[config.mk]
export PLATFORM = sky130hd
export DESIGN_NAME = noc_rr_arbiter_flat
export DESIGN_NICKNAME = d
export VERILOG_FILES = /design/src/rtl/noc_rr_arbiter_pkg.sv /design/src/rtl/noc_rr_arbiter_if.sv /design/src/rtl/noc_rr_arbiter_rr_pick.sv /design/src/rtl/noc_rr_arbiter.sv /design/src/flat_wrapper.sv
export SDC_FILE = /design/constraint.sdc
export NUM_CORES = 1
export LEC_CHECK = 0
export ABC_AREA = 0
export CORE_AREA = 2 2 55 57
export CTS_BUF_LIST = sky130_fd_sc_hd__clkbuf_8
export DETAILED_ROUTE_END_ITERATION = 6
export DIE_AREA = 0 0 57 59
export GPL_ROUTABILITY_DRIVEN = 0
export PLACE_DENSITY_LB_ADDON = 0.12
export SLEW_MARGIN = 20
export SYNTH_ARGS = -nofsm -noshare
export SYNTH_HDL_FRONTEND = slang
export SYNTH_SLANG_ARGS = --single-unit
[constraint.sdc]
create_clock -name clk -period 2.2 [get_ports clk]
set_input_delay 0.55 -clock clk [delete_from_list [all_inputs] [get_ports clk]]
set_output_delay 0.55 -clock clk [all_outputs]
set_load 0.03 [all_outputs]
[src/rtl/noc_rr_arbiter_pkg.sv]
// Shared definitions for the packet-locking round-robin arbiter.
//   arb_state_e  : IDLE / LOCKED arbiter state
//   onehot2idx   : one-hot (up to 16 bits) to binary index
//   STARV_CNT_W  : width of a counter that must hold the starvation threshold
package noc_arb_pkg;

  typedef enum logic {
    IDLE   = 1'b0,
    LOCKED = 1'b1
  } arb_state_e;

  function automatic logic [3:0] onehot2idx(input logic [15:0] oh);
    logic [3:0] idx;
    idx = '0;
    for (int i = 0; i < 16; i++) begin
      if (oh[i]) idx |= 4'(i);
    end
    return idx;
  endfunction

  function automatic int STARV_CNT_W(input int thresh);
    return $clog2(thresh + 1);
  endfunction

endpackage

[src/rtl/noc_rr_arbiter_if.sv]
// Request/grant bundle between the input channels and one output-port arbiter.
//   req, last, out_ready             : driven by channels / downstream (master)
//   grant, grant_valid, grant_idx,
//   starved                          : driven by the arbiter (slave)
interface noc_rr_arbiter_if #(
  parameter int NUM_AGENTS = 4
) ();
  localparam int IDX_W = $clog2(NUM_AGENTS);

  logic [NUM_AGENTS-1:0] req;
  logic [NUM_AGENTS-1:0] last;
  logic                  out_ready;
  logic [NUM_AGENTS-1:0] grant;
  logic                  grant_valid;
  logic [IDX_W-1:0]      grant_idx;
  logic [NUM_AGENTS-1:0] starved;

  modport master (
    output req, last, out_ready,
    input  grant, grant_valid, grant_idx, starved
  );

  modport slave (
    input  req, last, out_ready,
    output grant, grant_valid, grant_idx, starved
  );
endinterface

[src/rtl/noc_rr_arbiter_rr_pick.sv]
// Combinational round-robin picker.
//   vec     : candidate vector
//   ptr     : highest-priority index (0..N-1)
//   pick_oh : one-hot first set bit of vec searching ptr, ptr+1, ... modulo N
module rr_pick #(
  parameter int N  = 4,
  parameter int PW = $clog2(N)
) (
  input  logic [N-1:0]  vec,
  input  logic [PW-1:0] ptr,
  output logic [N-1:0]  pick_oh
);
  logic          found;
  logic [PW:0]   idx;

  always_comb begin
    pick_oh = '0;
    found   = 1'b0;
    idx     = '0;
    for (int k = 0; k < N; k++) begin
      // ptr + k < 2N, so a single conditional subtract gives the modulo
      idx = {1'b0, ptr} + (PW+1)'(k);
      if (idx >= (PW+1)'(N)) idx = idx - (PW+1)'(N);
      if (!found && vec[idx[PW-1:0]]) begin
        pick_oh[idx[PW-1:0]] = 1'b1;
        found                = 1'b1;
      end
    end
  end
endmodule

[src/rtl/noc_rr_arbiter.sv]
// Packet-locking round-robin arbiter for a NoC router output port.
// Grants one channel, holds the grant until that channel's tail flit
// transfers, then rotates priority to the channel after the winner.
// Ports:
//   clk, rst_n : clock, asynchronous active-low reset
//   bus        : noc_rr_arbiter_if.slave (req/last/out_ready in,
//                grant/grant_valid/grant_idx/starved out)
// Build option: NOC_ARB_STARV_EN compiles in per-channel starvation
// counters and the starved-first pick; without it starved is 0 and the
// pick is plain round-robin.
//
// state  | meaning
// IDLE   | no grant; pick a winner if any req is set
// LOCKED | grant held until granted channel transfers with last
module noc_rr_arbiter
  import noc_arb_pkg::*;
#(
  parameter int NUM_AGENTS   = 4,
  parameter int STARV_THRESH = 8
) (
  input  logic             clk,
  input  logic             rst_n,
  noc_rr_arbiter_if.slave  bus
);
  localparam int IDX_W = $clog2(NUM_AGENTS);

  if (NUM_AGENTS < 2 || NUM_AGENTS > 16 || STARV_THRESH < 1 || STARV_THRESH > 255) begin : g_bad_param
    $error("noc_rr_arbiter: parameter out of range");
  end

  arb_state_e            state_q;
  logic [NUM_AGENTS-1:0] grant_q;
  logic [IDX_W-1:0]      idx_q;
  logic [IDX_W-1:0]      ptr_q;
  logic [NUM_AGENTS-1:0] starved;
  logic [NUM_AGENTS-1:0] pick_oh;
  logic [NUM_AGENTS-1:0] pick_r;
  logic                  release_w;

  rr_pick #(.N(NUM_AGENTS), .PW(IDX_W)) u_pick_req (
    .vec     (bus.req),
    .ptr     (ptr_q),
    .pick_oh (pick_r)
  );

`ifdef NOC_ARB_STARV_EN
  localparam int CNT_W = STARV_CNT_W(STARV_THRESH);
  localparam logic [CNT_W-1:0] THRESH = CNT_W'(STARV_THRESH);

  logic [CNT_W-1:0]      cnt_q [NUM_AGENTS];
  logic [CNT_W-1:0]      cnt_d [NUM_AGENTS];
  logic [NUM_AGENTS-1:0] pick_s;
  logic [NUM_AGENTS-1:0] req_starved;

  always_comb begin
    for (int i = 0; i < NUM_AGENTS; i++) begin
      cnt_d[i]   = cnt_q[i];
      starved[i] = (cnt_q[i] == THRESH);
      if (!bus.req[i] || grant_q[i]) cnt_d[i] = '0;
      else if (cnt_q[i] != THRESH)   cnt_d[i] = cnt_q[i] + CNT_W'(1);
    end
  end

  always_ff @(posedge clk or negedge rst_n) begin
    if (!rst_n) begin
      for (int i = 0; i < NUM_AGENTS; i++) cnt_q[i] <= '0;
    end else begin
      for (int i = 0; i < NUM_AGENTS; i++) cnt_q[i] <= cnt_d[i];
    end
  end

  assign req_starved = bus.req & starved;

  rr_pick #(.N(NUM_AGENTS), .PW(IDX_W)) u_pick_starved (
    .vec     (req_starved),
    .ptr     (ptr_q),
    .pick_oh (pick_s)
  );

  assign pick_oh = (|req_starved) ? pick_s : pick_r;
`else
  assign starved = '0;
  assign pick_oh = pick_r;
`endif

  // A stalled tail flit (out_ready low) keeps the lock.
  assign release_w = (|(grant_q & bus.req & bus.last)) && bus.out_ready;

  always_ff @(posedge clk or negedge rst_n) begin
    if (!rst_n) begin
      state_q <= IDLE;
      grant_q <= '0;
      idx_q   <= '0;
      ptr_q   <= '0;
    end else begin
      case (state_q)
        IDLE: begin
          if (|bus.req) begin
            grant_q <= pick_oh;
            idx_q   <= IDX_W'(onehot2idx(16'(pick_oh)));
            state_q <= LOCKED;
          end
        end
        LOCKED: begin
          // New requests seen in the release cycle wait for the IDLE bubble.
          if (release_w) begin
            grant_q <= '0;
            idx_q   <= '0;
            ptr_q   <= (idx_q == IDX_W'(NUM_AGENTS-1)) ? '0 : idx_q + IDX_W'(1);
            state_q <= IDLE;
          end
        end
        default: state_q <= IDLE;
      endcase
    end
  end

  assign bus.grant       = grant_q;
  assign bus.grant_valid = |grant_q;
  assign bus.grant_idx   = idx_q;
  assign bus.starved     = starved;
endmodule

[src/flat_wrapper.sv]
// flat-port wrapper written by rule: the top's interface ports become plain ports
module noc_rr_arbiter_flat import noc_arb_pkg::*;
#(
  parameter int NUM_AGENTS   = 4,
  parameter int STARV_THRESH = 8
)
  (clk, rst_n, bus_req, bus_last, bus_out_ready, bus_grant, bus_grant_valid, bus_grant_idx, bus_starved);
  noc_rr_arbiter_if #(.NUM_AGENTS(NUM_AGENTS)) bus_i ();
  input  logic clk;
  input  logic rst_n;
  input wire logic [$bits(bus_i.req)-1:0] bus_req;
  input wire logic [$bits(bus_i.last)-1:0] bus_last;
  input wire logic [$bits(bus_i.out_ready)-1:0] bus_out_ready;
  output wire logic [$bits(bus_i.grant)-1:0] bus_grant;
  output wire logic [$bits(bus_i.grant_valid)-1:0] bus_grant_valid;
  output wire logic [$bits(bus_i.grant_idx)-1:0] bus_grant_idx;
  output wire logic [$bits(bus_i.starved)-1:0] bus_starved;
  assign bus_i.req = bus_req;
  assign bus_i.last = bus_last;
  assign bus_i.out_ready = bus_out_ready;
  assign bus_grant = bus_i.grant;
  assign bus_grant_valid = bus_i.grant_valid;
  assign bus_grant_idx = bus_i.grant_idx;
  assign bus_starved = bus_i.starved;
  noc_rr_arbiter #(.NUM_AGENTS(NUM_AGENTS), .STARV_THRESH(STARV_THRESH)) u_core (.clk(clk), .rst_n(rst_n), .bus(bus_i));
endmodule
After elaboration in Yosys (flattened, before gate mapping)
Index checks and enable logic that the tools add are counted.

storage, ports and cells
  logic and storage cells = 89
  bits in registers = 9
  bits of input ports = 11

operators by class
  eq/ne operators = 3
  order comparisons = 12
  add/sub/neg operators = 8
  reductions and logical operators = 16
  bitwise logic cells = 6
  mux-type cells = 40

operator list
  operator                                                    count
  2-to-1 mux 4 bit                                            6
  2-to-1 mux 2 bit                                            9
  2-to-1 mux 1 bit                                            14
  less-than comparator 2 x 3 -> 1 bit, second input constant  4
  bitwise OR 4 bit                                            3
  OR reduction 4 bit                                          3
  >= comparator 3 bit, second input constant                  3
  AND 4 bit                                                   2
  binary-select mux 1 bit (select 2 bit)                      4
  demux 1 bit (select 2 bit)                                  4
  >= comparator 2 x 1 -> 1 bit, second input constant         4
  logical AND 1 bit                                           8
  case mux 4 bit (2 select lines)                             1
  subtractor 2 x 1 -> 2 bit, second input constant            4
  adder 2 x 2 -> 3 bit, second input constant                 2
  case mux 2 bit (2 select lines)                             1
  AND reduction 2 bit                                         2
  adder 2 x 1 -> 3 bit, second input constant                 1
  >= comparator 2 x 3 -> 1 bit, second input constant         1
  zero test 1 bit                                             3
  adder 2 x 1 -> 2 bit, second input constant                 1
  == test 2 bit, second input constant                        1
  != test 2 x 1 -> 1 bit, second input constant               1
  != test 2 bit, second input constant                        1
  other kinds (2)                                             2

Logic depth before layout (Yosys ltp)
Gate-level depths: netlist of run 1.

  depth after elaboration = 19
  depth in mapped cells = 8
  gate-level depth less buffers = 7

Hierarchy
Synthesis of run 1 repeated with hierarchy kept, for this count alone.

unflattened totals
  cell total of the unflattened synthesis = 79
  area, all modules = 784.5 um^2

by module, submodules not included
  module          times used  seq. area each (um^2)  area each (um^2)  cells an instance
  noc_rr_arbiter  1           225.2                  481.7             49
  rr_pick         1           0.0                    302.8             30

Worst setup path after synthesis of run 1
Ideal clock, no wire load.

  path kind = reg2reg
  start = register u_core.ptr_q[0]
  end = register u_core.idx_q[0] (netlist: u_core.bus.grant_idx[0])
  setup slack = -72 ps
  data required time = 2066 ps
  stages on the path, launching flop included = 9
  data arrival time = 2138 ps
  buffers on the path = 1
  period minus slack after synthesis = 2272 ps
  cells stage by stage = dfrtp_1 buf_4 inv_1 ha_1 mux4_2 nand2_1 o21ai_1 a2111oi_2 a21oi_1

between the ends
  cells in the longest elaborated chain, start to end = 19

ends and longest elaborated chain
  what                                                           line                          text
  start, declared                                                noc_rr_arbiter.sv:34          logic [IDX_W-1:0] ptr_q;
  start signal, assigned                                         noc_rr_arbiter.sv:109         ptr_q <= (idx_q == IDX_W'(NUM_AGENTS-1)) ? '0 : idx_q + IDX_W'(1);
  branches (longest 13 deep; another with adder 2 x 1 -> 3 bit)  n/a
  2-to-1 mux 4 bit (*)                                           noc_rr_arbiter_rr_pick.sv:24  if (!found && vec[idx[PW-1:0]]) begin
  2-to-1 mux 1 bit                                               noc_rr_arbiter_pkg.sv:16      if (oh[i]) idx |= 4'(i);
  2-to-1 mux 2 bit                                               noc_rr_arbiter_pkg.sv:16
  2-to-1 mux 2 bit (*)                                           noc_rr_arbiter_pkg.sv:16
  2-to-1 mux 2 bit (*)                                           noc_rr_arbiter.sv:98          if (|bus.req) begin
  case mux 2 bit (2 select lines) (*)                            noc_rr_arbiter.sv:96          case (state_q)
  end signal, assigned                                           noc_rr_arbiter.sv:100         idx_q <= IDX_W'(onehot2idx(16'(pick_oh)));
  end, declared                                                  noc_rr_arbiter.sv:33          logic [IDX_W-1:0] idx_q;

Mark *: on every way between the ends. The select of a mux whose other input is x is not followed.
A chain may end at the register's enable or synchronous reset.

Final worst setup path of run 1
  start = register u_core.ptr_q[0]
  end = register u_core.idx_q[1] (netlist: u_core.bus.grant_idx[1])

between the ends
  cells in the longest elaborated chain, start to end = 18

ends and longest elaborated chain
  what                                                           line
  branches (longest 13 deep; another with adder 2 x 1 -> 3 bit)  n/a
  2-to-1 mux 4 bit (*)                                           noc_rr_arbiter_rr_pick.sv:24
  2-to-1 mux 2 bit                                               noc_rr_arbiter_pkg.sv:16
  2-to-1 mux 2 bit (*)                                           noc_rr_arbiter_pkg.sv:16
  2-to-1 mux 2 bit (*)                                           noc_rr_arbiter.sv:98
  case mux 2 bit (2 select lines) (*)                            noc_rr_arbiter.sv:96

Marks and branches as above.

==> results of run 1 <==
-- metrics by stage --
| stage | util, % | TNS (ns) | hold slack [ns] | instances |
|---|---|---|---|---|
| 5_1_grt | 44.51 | -0.1125 | 0.5554 | 157 |
| 2_1_floorplan | - | 0 | 0.2544 | 93 |
| 6_report | 44.51 | 0 | 0.5181 | 157 |
| 4_1_cts | 42.11 | 0 | 0.5253 | 155 |
| 3_3_place_gp | 40.12 | -1.500 | 0.5110 | 149 |
| 3_5_place_dp | 40.12 | -1.650 | 0.5077 | 149 |
-- registers in the layout, indices dropped and copies added (netlist names) --
register / cells
u_core.bus.grant: 4
u_core.bus.grant_idx: 2
u_core.ptr_q: 2
u_core.state_q: 1
-- layout make-up --
cell class / instances / area (µm²)
clock buffers: 3 / 41.29
clock inverters: 1 / 3.754
fillers: 266 / 1504
inverters: 4 / 15.01
multi-input cells: 72 / 564.3
flip-flops and latches: 9 / 225.2
well taps: 31 / 38.79
repair buffers: 37 / 317.8
-- where the power goes --
part | total (mW) | switching (mW) | internal, mW
clock network | 0.182 | 0.0610 | 0.121
registers | 0.288 | 0.0500 | 0.238
logic | 1.20 | 0.646 | 0.549
-- cell usage after synthesis (all sizes together) --
cell and instances:
and3b 2, a32oi 1, conb 1, nor3 1, nor2 5, a21boi 3, nor4 1, mux4 2
mux2 1, o211ai 1, a21oi 4, or4 1, nand2 12, o31ai 1, nand3 6, or2 1
a2111oi 2, a211oi 1, a221oi 3, ha 6, nor3b 3, nor2b 1, inv 4, dfrtp 9
buf 8, o21ai 10
-- final timing paths --
path	from	to	cells after the start
worst max-delay path	u_core.ptr_q[0]	u_core.bus.grant_idx[1]	8
worst max register to register	u_core.ptr_q[0]	u_core.bus.grant_idx[1]	8
min in group asynchronous	rst_n	u_core.state_q	1
worst min register to register	u_core.bus.grant_idx[0]	u_core.ptr_q[0]	1
max in group asynchronous	rst_n	u_core.ptr_q[0]	1
worst min-delay path	u_core.bus.grant_idx[0]	u_core.ptr_q[0]	1
-- what timing repair did --
| action | CTS | global route |
|---|---|---|
| setup buffers | 2 | 2 |
| endpoints found under the setup margin | 6 | 6 |
| pin swaps | 1 | 5 |
| gates resized for setup | 7 | 8 |
| hold endpoints to repair | 0 | 0 |
-- worst reg2reg max path: cells and delay by family, from the launching register on --
kind	cells	cell delay (ns)
muxes	1	0.54
AOI/OAI and AO/OA	3	0.52
DFF	1	0.35
adders and majority gates	1	0.28
buffers and inverters	2	0.22
and+or+nand+nor	1	0.05
-- cells by family (layout without fill, tap and decap cells) --
group | after synthesis | count (layout) | synth area share [%]
and+or+nand+nor | 33 | 33 | 20.34
AOI/OAI and AO/OA | 26 | 26 | 25.08
buffers and inverters | 12 | 45 | 10.55
DFF | 9 | 9 | 27.52
adders and majority gates | 6 | 6 | 9.174
muxes | 3 | 3 | 6.880
other | 1 | 4 | 0.4583
-- routing by layer --
layer / up-vias / track usage [%] / routed length (µm)
met5: - / 0 / 0
met4: 0 / 4.651 / 43
met3: 4 / 1.965 / 123
met2: 23 / 20.69 / 985
met1: 380 / 17.74 / 983
li1: 394 / - / -
==> results.sh, run 1 <==
export IMPL_run_status="finished clean"
export IMPL_grt_resource_usage_total_pct=12.89
export IMPL_drc=0
export IMPL_postLayoutCellArea_mm2=0.001206
export IMPL_syn2layout_area_growth_pct=47.40
export IMPL_crit_chain="inv_2, ha_4, mux4_2, buf_6, nand2_1, o21ai_0, a221oi_4, a21oi_1"
export IMPL_endpoint_kind="flip-flop"
export IMPL_synth_ff_latch_count=9
export IMPL_io_buffers=17
export IMPL_synth_lib_cells_used_distinct=30
export IMPL_first_pass_grt_wire_length_um=3498
export IMPL_ir_drop_v=0.0008541
export IMPL_largest_net_degree_at_the_start_of_global_routing=15
export IMPL_post_dr_wirelength_cell_um=13.60
export IMPL_ios=22
export IMPL_critical_path_class="reg2reg"
export IMPL_finalMaxSlewViolations=0
export IMPL_initial_core_utilization_pct=30.19
export IMPL_cts_root_buf="clkbuf_8"
export IMPL_fin_crit_ns=2.096
export IMPL_post_synth_top_area_fraction_pct=27.52
export IMPL_post_synth_instance_area_um2=818.3
export IMPL_cells_after_synthesis=90
export IMPL_antenna_violations_before_repair=0
export IMPL_layout_cells_most_common="buf_4"
export IMPL_cellLeakagePower_nw=0.5301
export IMPL_worst_setup_hold_path_clk_slew_ns=0.04
export IMPL_first_global_vias=799
export IMPL_post_synth_cell_area_avg_um2=9.092
export IMPL_cts_path_max_buffers=2
export IMPL_detail_route_vias_per_cell=5.102
export IMPL_dpl_hpwl_um=1555
export IMPL_insertedDiodeCount=0
export IMPL_via_count=801
export IMPL_h_tree_depth=1
export IMPL_mostFrequentLayoutCells="buf_4, nand2_1, clkdlybuf4s50_1"
export IMPL_floorplan_die_area_mm2=0.003363
export IMPL_r2r_setup_slk_ns=0.10
export IMPL_post_cts_hold_buffer_count=0
export IMPL_grt_overflow=0
export IMPL_worst_endpoint_required_ns=2.30
export IMPL_critical_path_max_stage_delay_ns=0.54
export IMPL_worstSkewPairLatency_ns=0.23
export IMPL_core_area_mm2=0.002710
export IMPL_worst_path_max_delay_cell="mux4_2"
export IMPL_totalPowerFinal_mw=1.665
export IMPL_final_hold_violation_count=0
export IMPL_seq_area_frac_synth_pct=27.52
export IMPL_drtIter0Drc=14
export IMPL_library_cell_occupying_the_most_area_in_the_post_synthesis_netlist="dfrtp_1"
export IMPL_timing_final_setup_violations=0
export IMPL_crit_buf_inv=2
export IMPL_cts_num_sinks=9
export IMPL_std_cell_rows=19
export IMPL_postPlaceCellArea_mm2=0.001087
export IMPL_detailedRoute_firstPassIterationCount=4
export IMPL_timing_hold_worst_class="reg2reg"
export IMPL_dpl_worst_slack_ns=-0.3492
export IMPL_cpLargestDelayFamily="multiplexers"
export IMPL_crit_path_start_kind="flip-flop"
export IMPL_post_route_worst_setup_slack_ns=0.1038
export IMPL_final_setup_skew_ns=0.001623
export IMPL_postRouteAntennaNets=0
export IMPL_floorplan_die_height_um=59
export IMPL_synth_top_cells_by_area="dfrtp_1, ha_1, mux4_2, nand2_1, buf_4"
export IMPL_drt_total_wl_um=2135
export IMPL_post_route_period_util_pct=95.28
export IMPL_powerDensity_mw_per_mm2=1381
export IMPL_tritoncts="yes"
export IMPL_die_width_um=57
export IMPL_layout_drive_gt1_share_pct=30.16
export IMPL_yosysWarningCount=0
export IMPL_maxCapViolCount=0
export IMPL_timing_critical_path_fanout_max=4
export IMPL_timing_fmax_ghz=0.4771
export IMPL_numCtsBuffers=3
export IMPL_nets=144
export IMPL_cp_arrival_ns=2.19
Power figures use the tool's default switching activity.
==> run 2, diff against run 1 <==
--- a/config.mk
+++ b/config.mk
@@ -6,10 +6,11 @@
 export NUM_CORES = 1
 export LEC_CHECK = 0
 export ABC_AREA = 0
-export CORE_AREA = 2 2 55 57
+export CORE_AREA = 2 2 42 73
 export CTS_BUF_LIST = sky130_fd_sc_hd__clkbuf_8
 export DETAILED_ROUTE_END_ITERATION = 6
-export DIE_AREA = 0 0 57 59
+export DIE_AREA = 0 0 44 75
+export DONT_BUFFER_PORTS = 1
 export GPL_ROUTABILITY_DRIVEN = 0
 export PLACE_DENSITY_LB_ADDON = 0.12
 export SLEW_MARGIN = 20
==> run 2 against run 1 <==
Clock skew decreased by 0.0013 ns; global-route usage about the same; register-to-register slack improved by 0.05 ns; maximum frequency increased by 2.7%; combinational power decreased by 38%; largest power group unchanged.
==> results.sh, run 2 (synthesis results as in run 1) <==
export IMPL_crit_path_start_kind="flip-flop"
export IMPL_detailedRoute_firstPassIterationCount=4
export IMPL_drc=0
export IMPL_layout_cells_most_common="nand2_1"
export IMPL_h_tree_depth=1
export IMPL_die_width_um=44
export IMPL_via_count=657
export IMPL_timing_critical_path_fanout_max=5
export IMPL_drt_total_wl_um=1970
export IMPL_cts_path_max_buffers=2
export IMPL_timing_final_setup_violations=0
export IMPL_critical_path_max_stage_delay_ns=0.57
export IMPL_worst_endpoint_required_ns=2.29
export IMPL_nets=111
export IMPL_worst_setup_hold_path_clk_slew_ns=0.04
export IMPL_grt_setup_unrepaired="false"
export IMPL_drtIter0Drc=8
export IMPL_setup_total_negative_slack_ns=0
export IMPL_grt_resource_usage_total_pct=12.93
export IMPL_numCtsBuffers=3
export IMPL_worstSkewPairLatency_ns=0.23
export IMPL_run_status="finished clean"
export IMPL_post_route_period_util_pct=92.82
export IMPL_dpl_hpwl_um=1604
export IMPL_mostFrequentLayoutCells="nand2_1, dfrtp_1, nand3_1, o21ai_0"
export IMPL_floorplan_die_area_mm2=0.003300
export IMPL_syn2layout_area_growth_pct=7.492
export IMPL_worst_slew_pin_slew_ns=0.5261
export IMPL_detail_route_vias_per_cell=5.475
export IMPL_fin_crit_ns=2.042
export IMPL_post_cts_hold_buffer_count=0
export IMPL_timing_hold_worst_class="in2async"
export IMPL_grt_overflow=0
export IMPL_first_pass_grt_wire_length_um=3194
export IMPL_critical_path_class="reg2reg"
export IMPL_largest_net_degree_at_the_start_of_global_routing=15
export IMPL_cp_arrival_ns=2.13
export IMPL_first_global_vias=685
export IMPL_powerDensity_mw_per_mm2=1489
export IMPL_worst_path_max_delay_cell="mux4_2"
export IMPL_postRouteAntennaNets=0
export IMPL_final_hold_violation_count=0
export IMPL_cts_num_sinks=9
export IMPL_cts_root_buf="clkbuf_8"
export IMPL_final_setup_skew_ns=0.0003029
export IMPL_layout_drive_gt1_share_pct=19.35
export IMPL_crit_buf_inv=1
export IMPL_ios=22
export IMPL_crit_chain="inv_1, ha_4, mux4_2, nand2_1, o21ai_1, a2111oi_2, a21oi_1"
export IMPL_cellLeakagePower_nw=0.3769
export IMPL_antenna_violations_before_repair=0
export IMPL_post_cts_setup_buffer_count=0
export IMPL_largest_reg_flops=4
export IMPL_timing_fmax_ghz=0.4897
export IMPL_floorplan_die_height_um=75
export IMPL_endpoint_kind="flip-flop"
export IMPL_insertedDiodeCount=0
export IMPL_finalMaxSlewViolations=0
export IMPL_max_slew_margin_pct=64.77
export IMPL_core_area_mm2=0.002690
export IMPL_io_buffers=0
export IMPL_initial_core_utilization_pct=30.42
export IMPL_maxCapViolCount=0
export IMPL_cpLargestDelayFamily="multiplexers"
export IMPL_tritoncts="yes"
export IMPL_post_dr_wirelength_cell_um=16.42
export IMPL_std_cell_rows=25
export IMPL_ir_drop_v=0.0006661
export IMPL_finish_utilization_pct=32.70
-- run 2: worst paths after layout --
check	from	to	slack (ns)	cells after the start
setup / recovery	u_core.ptr_q[0]	u_core.bus.grant_idx[1]	0.16	7
hold / removal	rst_n	u_core.bus.grant_idx[1]	0.02	0
setup reg to reg	u_core.ptr_q[0]	u_core.bus.grant_idx[1]	0.16	7
hold reg to reg	u_core.state_q	u_core.state_q	0.57	2
max in group asynchronous	rst_n	u_core.bus.grant[2]	2.12	0
min in group clk	u_core.state_q	u_core.state_q	0.57	2
-- run 2: cell type report --
cell class,count,area (µm²)
Inverter,4,15.01
Sequential cell,9,225.2
Tap cell,27,33.78
Clock inverter,1,3.754
Timing Repair Buffer,4,30.03
Clock buffer,3,41.29
Multi-Input combinational cell,72,530.5
Fill cell,287,1810
-- run 2: through the flow --
step	total power [mW]	cell area, µm²	worst slack, ns	hold slack [ns]	std cells
CTS	1.289	867.1	0.08840	0.01102	120
global placement	1.099	822.0	0.1200	0.2547	116
global route	1.426	879.6	0.02903	0.005427	120
finish	1.310	879.6	0.1580	0.01642	120
detailed placement	1.100	822.0	0.1082	0.2546	116
floorplan	0.9486	833.3	0.06998	0.2544	93
-- run 2: power by group --
part | switching (mW) | total [mW] | internal [mW]
clock | 0.0606 | 0.182 | 0.121
sequential | 0.146 | 0.383 | 0.236
combinational | 0.435 | 0.745 | 0.310
-- run 2: per-layer routing --
layer	vias up	global-route usage (%)	routed length, µm
met5	-	0	0
met4	0	6.397	34
met3	6	2.398	93
met2	18	24.18	1138
met1	308	13.24	703
li1	325	-	-
-- run 2: worst reg2reg max path, stage by stage, from the launching register on --
cell and delay (ns):
dfrtp_1 0.33, inv_1 0.08, ha_4 0.29, mux4_2 0.58, nand2_1 0.11, o21ai_1 0.07, a2111oi_2 0.30, a21oi_1 0.14
-- run 2: timing repair --
action,CTS,global route
endpoints found under the setup margin,0,2
hold endpoints to repair,0,0
gates resized for setup,0,1
